--- config.mk ---
export PLATFORM = sky130hd
export DESIGN_NAME = axi_read_arbiter_flat
export DESIGN_NICKNAME = d
export VERILOG_FILES = /design/src/rtl/axi_read_arbiter_if.sv /design/src/rtl/axi_read_arbiter.sv /design/src/flat_wrapper.sv
export SDC_FILE = /design/constraint.sdc
export NUM_CORES = 1
export LEC_CHECK = 0
export CAP_MARGIN = 20
export CORE_AREA = 2 2 205 207
export CTS_BUF_LIST = sky130_fd_sc_hd__clkbuf_8
export CTS_CLUSTER_DIAMETER = 40
export CTS_CLUSTER_SIZE = 10
export DETAILED_ROUTE_END_ITERATION = 6
export DIE_AREA = 0 0 207 209
export GPL_TIMING_DRIVEN = 0
export PLACE_DENSITY = 0.49
export SLEW_MARGIN = 20
export SYNTH_ARGS = -nofsm -noshare
export SYNTH_HDL_FRONTEND = slang
export SYNTH_SLANG_ARGS = --single-unit
--- constraint.sdc ---
create_clock -name clk -period 1.7 [get_ports clk]
set_input_delay 0.34 -clock clk [delete_from_list [all_inputs] [get_ports clk]]
set_output_delay 0.34 -clock clk [all_outputs]
set_load 0.01 [all_outputs]
--- src/rtl/axi_read_arbiter_if.sv ---
// Bundles the two requester AR/R ports and the memory-side AR/R port of the
// read arbiter. The "slave" modport is the arbiter's view. The "master"
// modport is the view of the environment, which drives the requests and the
// memory responses.
//   s0_* / s1_*  : ICache / DCache requester AR + R channels
//   m_axi_*      : shared memory-side AR + R channels
interface axi_read_arbiter_if #(
    parameter int unsigned ADDR_WIDTH = 64,
    parameter int unsigned DATA_WIDTH = 64,
    parameter int unsigned ID_WIDTH   = 13
);
    // requester 0 (ICache)
    logic                  s0_arvalid;
    logic                  s0_arready;
    logic [ID_WIDTH-1:0]   s0_arid;
    logic [ADDR_WIDTH-1:0] s0_araddr;
    logic [7:0]            s0_arlen;
    logic [2:0]            s0_arsize;
    logic [1:0]            s0_arburst;
    logic                  s0_rvalid;
    logic                  s0_rready;
    logic [DATA_WIDTH-1:0] s0_rdata;
    logic [ID_WIDTH-1:0]   s0_rid;
    logic [1:0]            s0_rresp;
    logic                  s0_rlast;
    // requester 1 (DCache)
    logic                  s1_arvalid;
    logic                  s1_arready;
    logic [ID_WIDTH-1:0]   s1_arid;
    logic [ADDR_WIDTH-1:0] s1_araddr;
    logic [7:0]            s1_arlen;
    logic [2:0]            s1_arsize;
    logic [1:0]            s1_arburst;
    logic                  s1_rvalid;
    logic                  s1_rready;
    logic [DATA_WIDTH-1:0] s1_rdata;
    logic [ID_WIDTH-1:0]   s1_rid;
    logic [1:0]            s1_rresp;
    logic                  s1_rlast;
    // memory side
    logic [ID_WIDTH-1:0]   m_axi_arid;
    logic [ADDR_WIDTH-1:0] m_axi_araddr;
    logic [7:0]            m_axi_arlen;
    logic [2:0]            m_axi_arsize;
    logic [1:0]            m_axi_arburst;
    logic                  m_axi_arlock;
    logic [3:0]            m_axi_arcache;
    logic [2:0]            m_axi_arprot;
    logic                  m_axi_arvalid;
    logic                  m_axi_arready;
    logic [ID_WIDTH-1:0]   m_axi_rid;
    logic [DATA_WIDTH-1:0] m_axi_rdata;
    logic [1:0]            m_axi_rresp;
    logic                  m_axi_rlast;
    logic                  m_axi_rvalid;
    logic                  m_axi_rready;

    modport slave (
        input  s0_arvalid, s0_arid, s0_araddr, s0_arlen, s0_arsize, s0_arburst, s0_rready,
        input  s1_arvalid, s1_arid, s1_araddr, s1_arlen, s1_arsize, s1_arburst, s1_rready,
        input  m_axi_arready, m_axi_rid, m_axi_rdata, m_axi_rresp, m_axi_rlast, m_axi_rvalid,
        output s0_arready, s0_rvalid, s0_rdata, s0_rid, s0_rresp, s0_rlast,
        output s1_arready, s1_rvalid, s1_rdata, s1_rid, s1_rresp, s1_rlast,
        output m_axi_arid, m_axi_araddr, m_axi_arlen, m_axi_arsize, m_axi_arburst,
        output m_axi_arlock, m_axi_arcache, m_axi_arprot, m_axi_arvalid, m_axi_rready
    );

    modport master (
        output s0_arvalid, s0_arid, s0_araddr, s0_arlen, s0_arsize, s0_arburst, s0_rready,
        output s1_arvalid, s1_arid, s1_araddr, s1_arlen, s1_arsize, s1_arburst, s1_rready,
        output m_axi_arready, m_axi_rid, m_axi_rdata, m_axi_rresp, m_axi_rlast, m_axi_rvalid,
        input  s0_arready, s0_rvalid, s0_rdata, s0_rid, s0_rresp, s0_rlast,
        input  s1_arready, s1_rvalid, s1_rdata, s1_rid, s1_rresp, s1_rlast,
        input  m_axi_arid, m_axi_araddr, m_axi_arlen, m_axi_arsize, m_axi_arburst,
        input  m_axi_arlock, m_axi_arcache, m_axi_arprot, m_axi_arvalid, m_axi_rready
    );
endinterface

--- src/rtl/axi_read_arbiter.sv ---
// Two-port AXI4 read arbiter: ICache (port 0) and DCache (port 1) share one
// memory-side AR/R port. One burst is outstanding at a time, grants rotate
// round-robin, and R beats are routed to the owner of the current burst.
// Burst-length and RID checks on the returned data set a sticky error flag.
// Ports:
//   clk, reset_n  : clock, asynchronous active-low reset
//   bus           : requester and memory-side AR/R channels (slave modport)
//   grant_owner   : port owning the current (or last) burst
//   busy          : arbiter is not idle
//   proto_err     : sticky protocol error, cleared only by reset
module axi_read_arbiter #(
    parameter int unsigned ADDR_WIDTH = 64,
    parameter int unsigned DATA_WIDTH = 64,
    parameter int unsigned ID_WIDTH   = 13
) (
    input  logic                clk,
    input  logic                reset_n,
    axi_read_arbiter_if.slave   bus,
    output logic                grant_owner,
    output logic                busy,
    output logic                proto_err
);
    localparam int unsigned LEN_WIDTH = 8;

    typedef enum logic [1:0] {
        IDLE = 2'd0,
        ADDR = 2'd1,
        DATA = 2'd2
    } state_t;

    state_t                 r_state;
    state_t                 w_state_nxt;
    logic                   r_en;
    logic                   r_rr_ptr;
    logic                   r_owner;
    logic                   r_proto_err;
    logic [LEN_WIDTH-1:0]   r_beat_cnt;
    logic                   r_arvalid;
    logic [ID_WIDTH-1:0]    r_arid;
    logic [ADDR_WIDTH-1:0]  r_araddr;
    logic [LEN_WIDTH-1:0]   r_arlen;
    logic [2:0]             r_arsize;
    logic [1:0]             r_arburst;

    logic                   w_winner;
    logic                   w_grant;
    logic                   w_ar_hs;
    logic                   w_m_rready;
    logic                   w_s0_rvalid;
    logic                   w_s1_rvalid;
    logic                   w_r_hs;
    logic                   w_err;
    logic [ID_WIDTH-1:0]    w_win_arid;
    logic [ADDR_WIDTH-1:0]  w_win_araddr;
    logic [LEN_WIDTH-1:0]   w_win_arlen;
    logic [2:0]             w_win_arsize;
    logic [1:0]             w_win_arburst;

    // Winner selection: a lone requester wins; with two, the round-robin pointer decides
    always_comb begin
        w_winner      = bus.s1_arvalid;
        if (bus.s0_arvalid && bus.s1_arvalid) begin
            w_winner = r_rr_ptr;
        end
        w_win_arid    = bus.s0_arid;
        w_win_araddr  = bus.s0_araddr;
        w_win_arlen   = bus.s0_arlen;
        w_win_arsize  = bus.s0_arsize;
        w_win_arburst = bus.s0_arburst;
        if (w_winner) begin
            w_win_arid    = bus.s1_arid;
            w_win_araddr  = bus.s1_araddr;
            w_win_arlen   = bus.s1_arlen;
            w_win_arsize  = bus.s1_arsize;
            w_win_arburst = bus.s1_arburst;
        end
    end

    // FSM state register
    always_ff @(posedge clk or negedge reset_n) begin
        if (!reset_n) begin
            r_state <= IDLE;
        end else begin
            r_state <= w_state_nxt;
        end
    end

    // FSM next state plus the combinational grant / R routing
    always_comb begin
        w_state_nxt = r_state;
        w_grant     = 1'b0;
        w_ar_hs     = 1'b0;
        w_m_rready  = 1'b0;
        w_s0_rvalid = 1'b0;
        w_s1_rvalid = 1'b0;
        case (r_state)
            IDLE: begin
                // r_en blocks any accept in the first cycle after reset release
                if (r_en && (bus.s0_arvalid || bus.s1_arvalid)) begin
                    w_grant     = 1'b1;
                    w_state_nxt = ADDR;
                end
            end
            ADDR: begin
                if (r_arvalid && bus.m_axi_arready) begin
                    w_ar_hs     = 1'b1;
                    w_state_nxt = DATA;
                end
            end
            DATA: begin
                w_m_rready  = r_owner ? bus.s1_rready : bus.s0_rready;
                w_s0_rvalid = !r_owner && bus.m_axi_rvalid;
                w_s1_rvalid = r_owner && bus.m_axi_rvalid;
                // Only rlast ends the burst, even if errors were flagged on the way
                if (bus.m_axi_rvalid && w_m_rready && bus.m_axi_rlast) begin
                    w_state_nxt = IDLE;
                end
            end
            default: begin
                w_state_nxt = IDLE;
            end
        endcase
    end

    assign w_r_hs = (r_state == DATA) && bus.m_axi_rvalid && w_m_rready;

    // Protocol checks: beat count vs. arlen, RID match, and stray data outside a burst
    always_comb begin
        w_err = 1'b0;
        if (w_r_hs) begin
            if (bus.m_axi_rlast != (r_beat_cnt == r_arlen)) begin
                w_err = 1'b1;
            end
            if (bus.m_axi_rid != r_arid) begin
                w_err = 1'b1;
            end
        end
        if (bus.m_axi_rvalid && (r_state != DATA)) begin
            w_err = 1'b1;
        end
    end

    // Grant, AR field and beat/error bookkeeping
    always_ff @(posedge clk or negedge reset_n) begin
        if (!reset_n) begin
            r_en        <= 1'b0;
            r_rr_ptr    <= 1'b0;
            r_owner     <= 1'b0;
            r_proto_err <= 1'b0;
            r_beat_cnt  <= '0;
            r_arvalid   <= 1'b0;
            r_arid      <= '0;
            r_araddr    <= '0;
            r_arlen     <= '0;
            r_arsize    <= '0;
            r_arburst   <= '0;
        end else begin
            r_en <= 1'b1;
            if (w_grant) begin
                r_owner    <= w_winner;
                r_arvalid  <= 1'b1;
                r_beat_cnt <= '0;
                r_arid     <= w_win_arid;
                r_araddr   <= w_win_araddr;
                r_arlen    <= w_win_arlen;
                r_arsize   <= w_win_arsize;
                r_arburst  <= w_win_arburst;
            end
            if (w_ar_hs) begin
                r_arvalid <= 1'b0;
            end
            if (w_r_hs) begin
                r_beat_cnt <= r_beat_cnt + LEN_WIDTH'(1);
                if (bus.m_axi_rlast) begin
                    r_rr_ptr <= ~r_owner;
                end
            end
            if (w_err) begin
                r_proto_err <= 1'b1;
            end
        end
    end

    // Requester-side outputs; R payload is broadcast, only rvalid is steered
    assign bus.s0_arready = w_grant && !w_winner;
    assign bus.s1_arready = w_grant && w_winner;
    assign bus.s0_rvalid  = w_s0_rvalid;
    assign bus.s1_rvalid  = w_s1_rvalid;
    assign bus.s0_rdata   = bus.m_axi_rdata;
    assign bus.s1_rdata   = bus.m_axi_rdata;
    assign bus.s0_rid     = bus.m_axi_rid;
    assign bus.s1_rid     = bus.m_axi_rid;
    assign bus.s0_rresp   = bus.m_axi_rresp;
    assign bus.s1_rresp   = bus.m_axi_rresp;
    assign bus.s0_rlast   = bus.m_axi_rlast;
    assign bus.s1_rlast   = bus.m_axi_rlast;

    // Memory-side outputs
    assign bus.m_axi_arid    = r_arid;
    assign bus.m_axi_araddr  = r_araddr;
    assign bus.m_axi_arlen   = r_arlen;
    assign bus.m_axi_arsize  = r_arsize;
    assign bus.m_axi_arburst = r_arburst;
    assign bus.m_axi_arlock  = 1'b0;
    assign bus.m_axi_arcache = 4'b0011;
    assign bus.m_axi_arprot  = 3'b000;
    assign bus.m_axi_arvalid = r_arvalid;
    assign bus.m_axi_rready  = w_m_rready;

    assign grant_owner = r_owner;
    assign busy        = (r_state != IDLE);
    assign proto_err   = r_proto_err;
endmodule

--- src/flat_wrapper.sv ---
// flat-port wrapper written by rule: the top's interface ports become plain ports
module axi_read_arbiter_flat 
#(
    parameter int unsigned ADDR_WIDTH = 64,
    parameter int unsigned DATA_WIDTH = 64,
    parameter int unsigned ID_WIDTH   = 13
)
  (clk, reset_n, grant_owner, busy, proto_err, bus_s0_arvalid, bus_s0_arid, bus_s0_araddr, bus_s0_arlen, bus_s0_arsize, bus_s0_arburst, bus_s0_rready, bus_s1_arvalid, bus_s1_arid, bus_s1_araddr, bus_s1_arlen, bus_s1_arsize, bus_s1_arburst, bus_s1_rready, bus_m_axi_arready, bus_m_axi_rid, bus_m_axi_rdata, bus_m_axi_rresp, bus_m_axi_rlast, bus_m_axi_rvalid, bus_s0_arready, bus_s0_rvalid, bus_s0_rdata, bus_s0_rid, bus_s0_rresp, bus_s0_rlast, bus_s1_arready, bus_s1_rvalid, bus_s1_rdata, bus_s1_rid, bus_s1_rresp, bus_s1_rlast, bus_m_axi_arid, bus_m_axi_araddr, bus_m_axi_arlen, bus_m_axi_arsize, bus_m_axi_arburst, bus_m_axi_arlock, bus_m_axi_arcache, bus_m_axi_arprot, bus_m_axi_arvalid, bus_m_axi_rready);
  axi_read_arbiter_if #(.ADDR_WIDTH(ADDR_WIDTH), .DATA_WIDTH(DATA_WIDTH), .ID_WIDTH(ID_WIDTH)) bus_i ();
  input  logic clk;
  input  logic reset_n;
  output logic grant_owner;
  output logic busy;
  output logic proto_err;
  input wire logic [$bits(bus_i.s0_arvalid)-1:0] bus_s0_arvalid;
  input wire logic [$bits(bus_i.s0_arid)-1:0] bus_s0_arid;
  input wire logic [$bits(bus_i.s0_araddr)-1:0] bus_s0_araddr;
  input wire logic [$bits(bus_i.s0_arlen)-1:0] bus_s0_arlen;
  input wire logic [$bits(bus_i.s0_arsize)-1:0] bus_s0_arsize;
  input wire logic [$bits(bus_i.s0_arburst)-1:0] bus_s0_arburst;
  input wire logic [$bits(bus_i.s0_rready)-1:0] bus_s0_rready;
  input wire logic [$bits(bus_i.s1_arvalid)-1:0] bus_s1_arvalid;
  input wire logic [$bits(bus_i.s1_arid)-1:0] bus_s1_arid;
  input wire logic [$bits(bus_i.s1_araddr)-1:0] bus_s1_araddr;
  input wire logic [$bits(bus_i.s1_arlen)-1:0] bus_s1_arlen;
  input wire logic [$bits(bus_i.s1_arsize)-1:0] bus_s1_arsize;
  input wire logic [$bits(bus_i.s1_arburst)-1:0] bus_s1_arburst;
  input wire logic [$bits(bus_i.s1_rready)-1:0] bus_s1_rready;
  input wire logic [$bits(bus_i.m_axi_arready)-1:0] bus_m_axi_arready;
  input wire logic [$bits(bus_i.m_axi_rid)-1:0] bus_m_axi_rid;
  input wire logic [$bits(bus_i.m_axi_rdata)-1:0] bus_m_axi_rdata;
  input wire logic [$bits(bus_i.m_axi_rresp)-1:0] bus_m_axi_rresp;
  input wire logic [$bits(bus_i.m_axi_rlast)-1:0] bus_m_axi_rlast;
  input wire logic [$bits(bus_i.m_axi_rvalid)-1:0] bus_m_axi_rvalid;
  output wire logic [$bits(bus_i.s0_arready)-1:0] bus_s0_arready;
  output wire logic [$bits(bus_i.s0_rvalid)-1:0] bus_s0_rvalid;
  output wire logic [$bits(bus_i.s0_rdata)-1:0] bus_s0_rdata;
  output wire logic [$bits(bus_i.s0_rid)-1:0] bus_s0_rid;
  output wire logic [$bits(bus_i.s0_rresp)-1:0] bus_s0_rresp;
  output wire logic [$bits(bus_i.s0_rlast)-1:0] bus_s0_rlast;
  output wire logic [$bits(bus_i.s1_arready)-1:0] bus_s1_arready;
  output wire logic [$bits(bus_i.s1_rvalid)-1:0] bus_s1_rvalid;
  output wire logic [$bits(bus_i.s1_rdata)-1:0] bus_s1_rdata;
  output wire logic [$bits(bus_i.s1_rid)-1:0] bus_s1_rid;
  output wire logic [$bits(bus_i.s1_rresp)-1:0] bus_s1_rresp;
  output wire logic [$bits(bus_i.s1_rlast)-1:0] bus_s1_rlast;
  output wire logic [$bits(bus_i.m_axi_arid)-1:0] bus_m_axi_arid;
  output wire logic [$bits(bus_i.m_axi_araddr)-1:0] bus_m_axi_araddr;
  output wire logic [$bits(bus_i.m_axi_arlen)-1:0] bus_m_axi_arlen;
  output wire logic [$bits(bus_i.m_axi_arsize)-1:0] bus_m_axi_arsize;
  output wire logic [$bits(bus_i.m_axi_arburst)-1:0] bus_m_axi_arburst;
  output wire logic [$bits(bus_i.m_axi_arlock)-1:0] bus_m_axi_arlock;
  output wire logic [$bits(bus_i.m_axi_arcache)-1:0] bus_m_axi_arcache;
  output wire logic [$bits(bus_i.m_axi_arprot)-1:0] bus_m_axi_arprot;
  output wire logic [$bits(bus_i.m_axi_arvalid)-1:0] bus_m_axi_arvalid;
  output wire logic [$bits(bus_i.m_axi_rready)-1:0] bus_m_axi_rready;
  assign bus_i.s0_arvalid = bus_s0_arvalid;
  assign bus_i.s0_arid = bus_s0_arid;
  assign bus_i.s0_araddr = bus_s0_araddr;
  assign bus_i.s0_arlen = bus_s0_arlen;
  assign bus_i.s0_arsize = bus_s0_arsize;
  assign bus_i.s0_arburst = bus_s0_arburst;
  assign bus_i.s0_rready = bus_s0_rready;
  assign bus_i.s1_arvalid = bus_s1_arvalid;
  assign bus_i.s1_arid = bus_s1_arid;
  assign bus_i.s1_araddr = bus_s1_araddr;
  assign bus_i.s1_arlen = bus_s1_arlen;
  assign bus_i.s1_arsize = bus_s1_arsize;
  assign bus_i.s1_arburst = bus_s1_arburst;
  assign bus_i.s1_rready = bus_s1_rready;
  assign bus_i.m_axi_arready = bus_m_axi_arready;
  assign bus_i.m_axi_rid = bus_m_axi_rid;
  assign bus_i.m_axi_rdata = bus_m_axi_rdata;
  assign bus_i.m_axi_rresp = bus_m_axi_rresp;
  assign bus_i.m_axi_rlast = bus_m_axi_rlast;
  assign bus_i.m_axi_rvalid = bus_m_axi_rvalid;
  assign bus_s0_arready = bus_i.s0_arready;
  assign bus_s0_rvalid = bus_i.s0_rvalid;
  assign bus_s0_rdata = bus_i.s0_rdata;
  assign bus_s0_rid = bus_i.s0_rid;
  assign bus_s0_rresp = bus_i.s0_rresp;
  assign bus_s0_rlast = bus_i.s0_rlast;
  assign bus_s1_arready = bus_i.s1_arready;
  assign bus_s1_rvalid = bus_i.s1_rvalid;
  assign bus_s1_rdata = bus_i.s1_rdata;
  assign bus_s1_rid = bus_i.s1_rid;
  assign bus_s1_rresp = bus_i.s1_rresp;
  assign bus_s1_rlast = bus_i.s1_rlast;
  assign bus_m_axi_arid = bus_i.m_axi_arid;
  assign bus_m_axi_araddr = bus_i.m_axi_araddr;
  assign bus_m_axi_arlen = bus_i.m_axi_arlen;
  assign bus_m_axi_arsize = bus_i.m_axi_arsize;
  assign bus_m_axi_arburst = bus_i.m_axi_arburst;
  assign bus_m_axi_arlock = bus_i.m_axi_arlock;
  assign bus_m_axi_arcache = bus_i.m_axi_arcache;
  assign bus_m_axi_arprot = bus_i.m_axi_arprot;
  assign bus_m_axi_arvalid = bus_i.m_axi_arvalid;
  assign bus_m_axi_rready = bus_i.m_axi_rready;
  axi_read_arbiter #(.ADDR_WIDTH(ADDR_WIDTH), .DATA_WIDTH(DATA_WIDTH), .ID_WIDTH(ID_WIDTH)) u_core (.clk(clk), .reset_n(reset_n), .bus(bus_i), .grant_owner(grant_owner), .busy(busy), .proto_err(proto_err));
endmodule
==> impl_metrics.json <==
{
  "status": "finished, violations left",
  "failed_checks": "setup timing",
  "crit_type": "reg -> out",
  "insertedDiodeCount": 0,
  "worst_pin_slew_ns": 0.644,
  "row_count": 75,
  "cap_violations": 0,
  "gp_congestion": 0.759,
  "finalInstanceArea_mm2": 0.0123,
  "ys_ff_latch": 105,
  "die_area_mm2": 0.0433,
  "cts_sinks": 105,
  "dp_hpwl_mm": 21.9,
  "seq_area_frac_synth_pct": 41.0,
  "grt_pass1_vias": 6325,
  "holdPathStages": 3,
  "synth.top_cells.by_area": "dfrtp_1 (41%), buf_4 (20%), mux2i_1 (15%), nand2_1 (6.0%), o21ai_0 (4.7%)",
  "cts-root-buf": "clkbuf_8",
  "io_pins": 535,
  "final_layout_size_suffix_gt1_share_pct": 23.6,
  "reg2reg_depth": 7,
  "synth_ff_type": "dfrtp_1",
  "synthDistinctLibCells": 37,
  "rsz0062_at_grt": "true",
  "crit_required_ns": 1.36,
  "rr_startpoint": "u_core.r_state[0]$_DFFE_PN0P_",
  "n_fill_cell": 4439,
  "vias": 6204,
  "async_reset_ff_share_pct": 100,
  "die_w_um": 207,
  "cp_max_fo": 3,
  "slowest_delay_ns": 0.44,
  "crit_chain": "buf_4, buf_4, nand3b_1, nor2_1, buf_2",
  "synth_edf_count": 0,
  "wl_met1_mm": 11.0,
  "end_kind": "output port",
  "grt-ovfl-total": 0,
  "die_y_um": 209,
  "grt_max_degree": 61,
  "leakage_nw": 5.91,
  "vias_per_cell": 3.60,
  "grtUsageTotal_pct": 12.2,
  "crit_top_cell": "buf_4",
  "drt_pre_antenna_iters": 4,
  "ant_nets": 0,
  "final_util_pct": 29.9,
  "min-delay-start": "bus_m_axi_rlast",
  "post-route-min-period_ns": 1.96,
  "grt_pass1_wl_mm": 39.8,
  "cts_tree": "done",
  "power_density_mw_per_mm2": 1060,
  "worst_slack_ns": -0.265,
  "nets": 1448,
  "clk_path_buf_depth": 2,
  "cp.arrival_ns": 1.62,
  "slowest_stage": "dfrtp_1",
  "clk_latency_ns": 0.42,
  "antenna_found_initial": 0,
  "route.detailed.drc": 0,
  "clock.fmax_ghz": 0.509,
  "netlist_instances": 668,
  "fp.coreArea_mm2": 0.0413,
  "clk_pin_slew_worst_paths_ns": 0.12,
  "min_path_type": "in -> reg",
  "placed_area_mm2": 0.0117,
  "area_growth_pct": 92.7,
  "start_kind": "flip-flop",
  "wl_met3_mm": 1.58,
  "r2r_slack_ns": -0.11,
  "setup_viol": 9,
  "netlist_area_mm2": 0.00641,
  "timing.rr.end": "u_core.r_beat_cnt[4]$_DFFE_PN0P_",
  "start_util_pct": 15.5,
  "irDropWorstVdd_mv": 0.403,
  "drt_iter0_drc": 181,
  "top_layer_used": "met4",
  "skew_ns": 0.0200,
  "port_buffers": 460,
  "finalCritPeriodShare_pct": 116,
  "wire_per_inst_um": 15.8,
  "synth.largest_area_cell": "dfrtp_1",
  "final_cell_mix": "clkdlybuf4s50_1 (342), buf_4 (191), dlygate4sd2_1 (108)",
  "min_to": "u_core.r_rr_ptr$_DFFE_PN0P_",
  "htree_levels": 3,
  "met2RoutedLength_mm": 14.2,
  "final_common_cell": "clkdlybuf4s50_1",
  "maxSlewHeadroom_pct": 57.0,
  "avgSynthCellArea_um2": 9.59,
  "final_max_slew_viol_count": 0,
  "hold_violations": 0,
  "numCtsBuffers": 9,
  "synth_top_area_share_pct": 41.0,
  "routed_wl_mm": 27.3,
  "hold_ws_ns": 0.404,
  "yosys_warnings": 0
}
-- cells in the mapped netlist (2+ instances only) --
| cell | count |
|---|---|
| nand4_1 | 7 |
| dfrtp_1 | 105 |
| or3_1 | 3 |
| a31oi_1 | 2 |
| mux2i_1 | 94 |
| conb_1 | 2 |
| nand3_1 | 4 |
| nor2_1 | 4 |
| nand2b_1 | 3 |
| buf_4 | 171 |
| buf_2 | 12 |
| buf_6 | 7 |
| xnor2_1 | 20 |
| nand2_1 | 102 |
| and3_1 | 3 |
| inv_1 | 3 |
| o21ai_1 | 35 |
| clkbuf_1 | 9 |
| nor3_1 | 2 |
| o21ai_0 | 60 |
| a21oi_1 | 3 |
| nor2b_1 | 2 |
-- state kept, by name, indices dropped and copies added (netlist names), 2 cells and up --
register,cells
u_core.bus.m_axi_arlen,8
u_core.bus.m_axi_arsize,3
u_core.r_state,2
u_core.bus.m_axi_arburst,2
u_core.r_beat_cnt,8
u_core.bus.m_axi_araddr,64
u_core.bus.m_axi_arid,13
-- worst max path at each step --
stage                                       start                                      end  cells past startpoint
floorplan           u_core.r_state[0]$_DFFE_PN0P_                           bus_s1_arready                      5
finish              u_core.r_state[0]$_DFFE_PN0P_                            bus_s0_rvalid                      5
global route        u_core.r_state[0]$_DFFE_PN0P_                            bus_s0_rvalid                      5
global placement                          reset_n  u_core.bus.m_axi_araddr[37]$_DFFE_PN0P_                      1
detailed placement                 bus_s1_arvalid                           bus_s1_arready                      6
CTS                 u_core.r_state[1]$_DFFE_PN0P_                           bus_s0_arready                      6
-- critical path, delay by kind of cell (launching register included) --
family | cells | cell delay (ns)
and+or+nand+nor | 2 | 0.34
DFF | 1 | 0.44
buffers and inverters | 3 | 0.43
-- through the flow --
step / power, mW / setup slack, ns / setup TNS (ns) / std cells
final: 13.1 / -0.265 / -1.03 / 1723
after detailed placement: 11.5 / -1.37 / -92.08 / 1675
after global placement: 11.5 / -4.38 / -545.46 / 1674
after global routing: 14.1 / -0.358 / -1.88 / 1723
after CTS: 13.3 / -0.380 / -1.63 / 1720
after floorplan: 7.29 / 0.170 / 0 / 675
-- where the power goes --
part           internal [mW]  switching [mW]
sequential              3.58           0.677
combinational           3.80            3.42
clock                  0.652           0.976
-- cell families (layout without fill, tap and decap cells) --
family / after synthesis / after routing / share of synthesized area (%)
buffers and inverters: 202 / 711 / 22.9
and+or+nand+nor: 135 / 135 / 9.10
AOI/OAI and AO/OA: 105 / 105 / 8.51
DFF: 105 / 105 / 41.0
muxes: 97 / 97 / 15.3
xor gates and xnor gates: 21 / 21 / 2.87
other: 2 / 9 / 0.117
adders and majority gates: 1 / 1 / 0.195
-- layout make-up --
class,instances,area (um^2),share of cell area [%]
sequential,105,2630,21.3
inverter,3,11.3,0.0912
multi-input combinational,368,2450,19.8
buffer,197,1580,12.8
tap,539,674,5.46
timing repair buffer,495,4820,39.0
clock inverter,4,27.5,0.223
clock buffer,12,165,1.34
-- layer usage --
layer / vias up / GRT usage, %
li1: 3078 / -
met1: 2856 / 14.4
met2: 247 / 21.7
met3: 23 / 2.89
met4: 0 / 4.43
met5: - / 0
-- what timing repair did --
action	4_1_cts	5_1_grt
endpoints found under the hold margin	59	0
pin swaps	4	5
buffers inserted	28	7
gates resized for setup	196	49
endpoints found under the setup margin	229	97
cloned	0	0
hold buffers	1	0
Power figures use the tool's default switching activity.
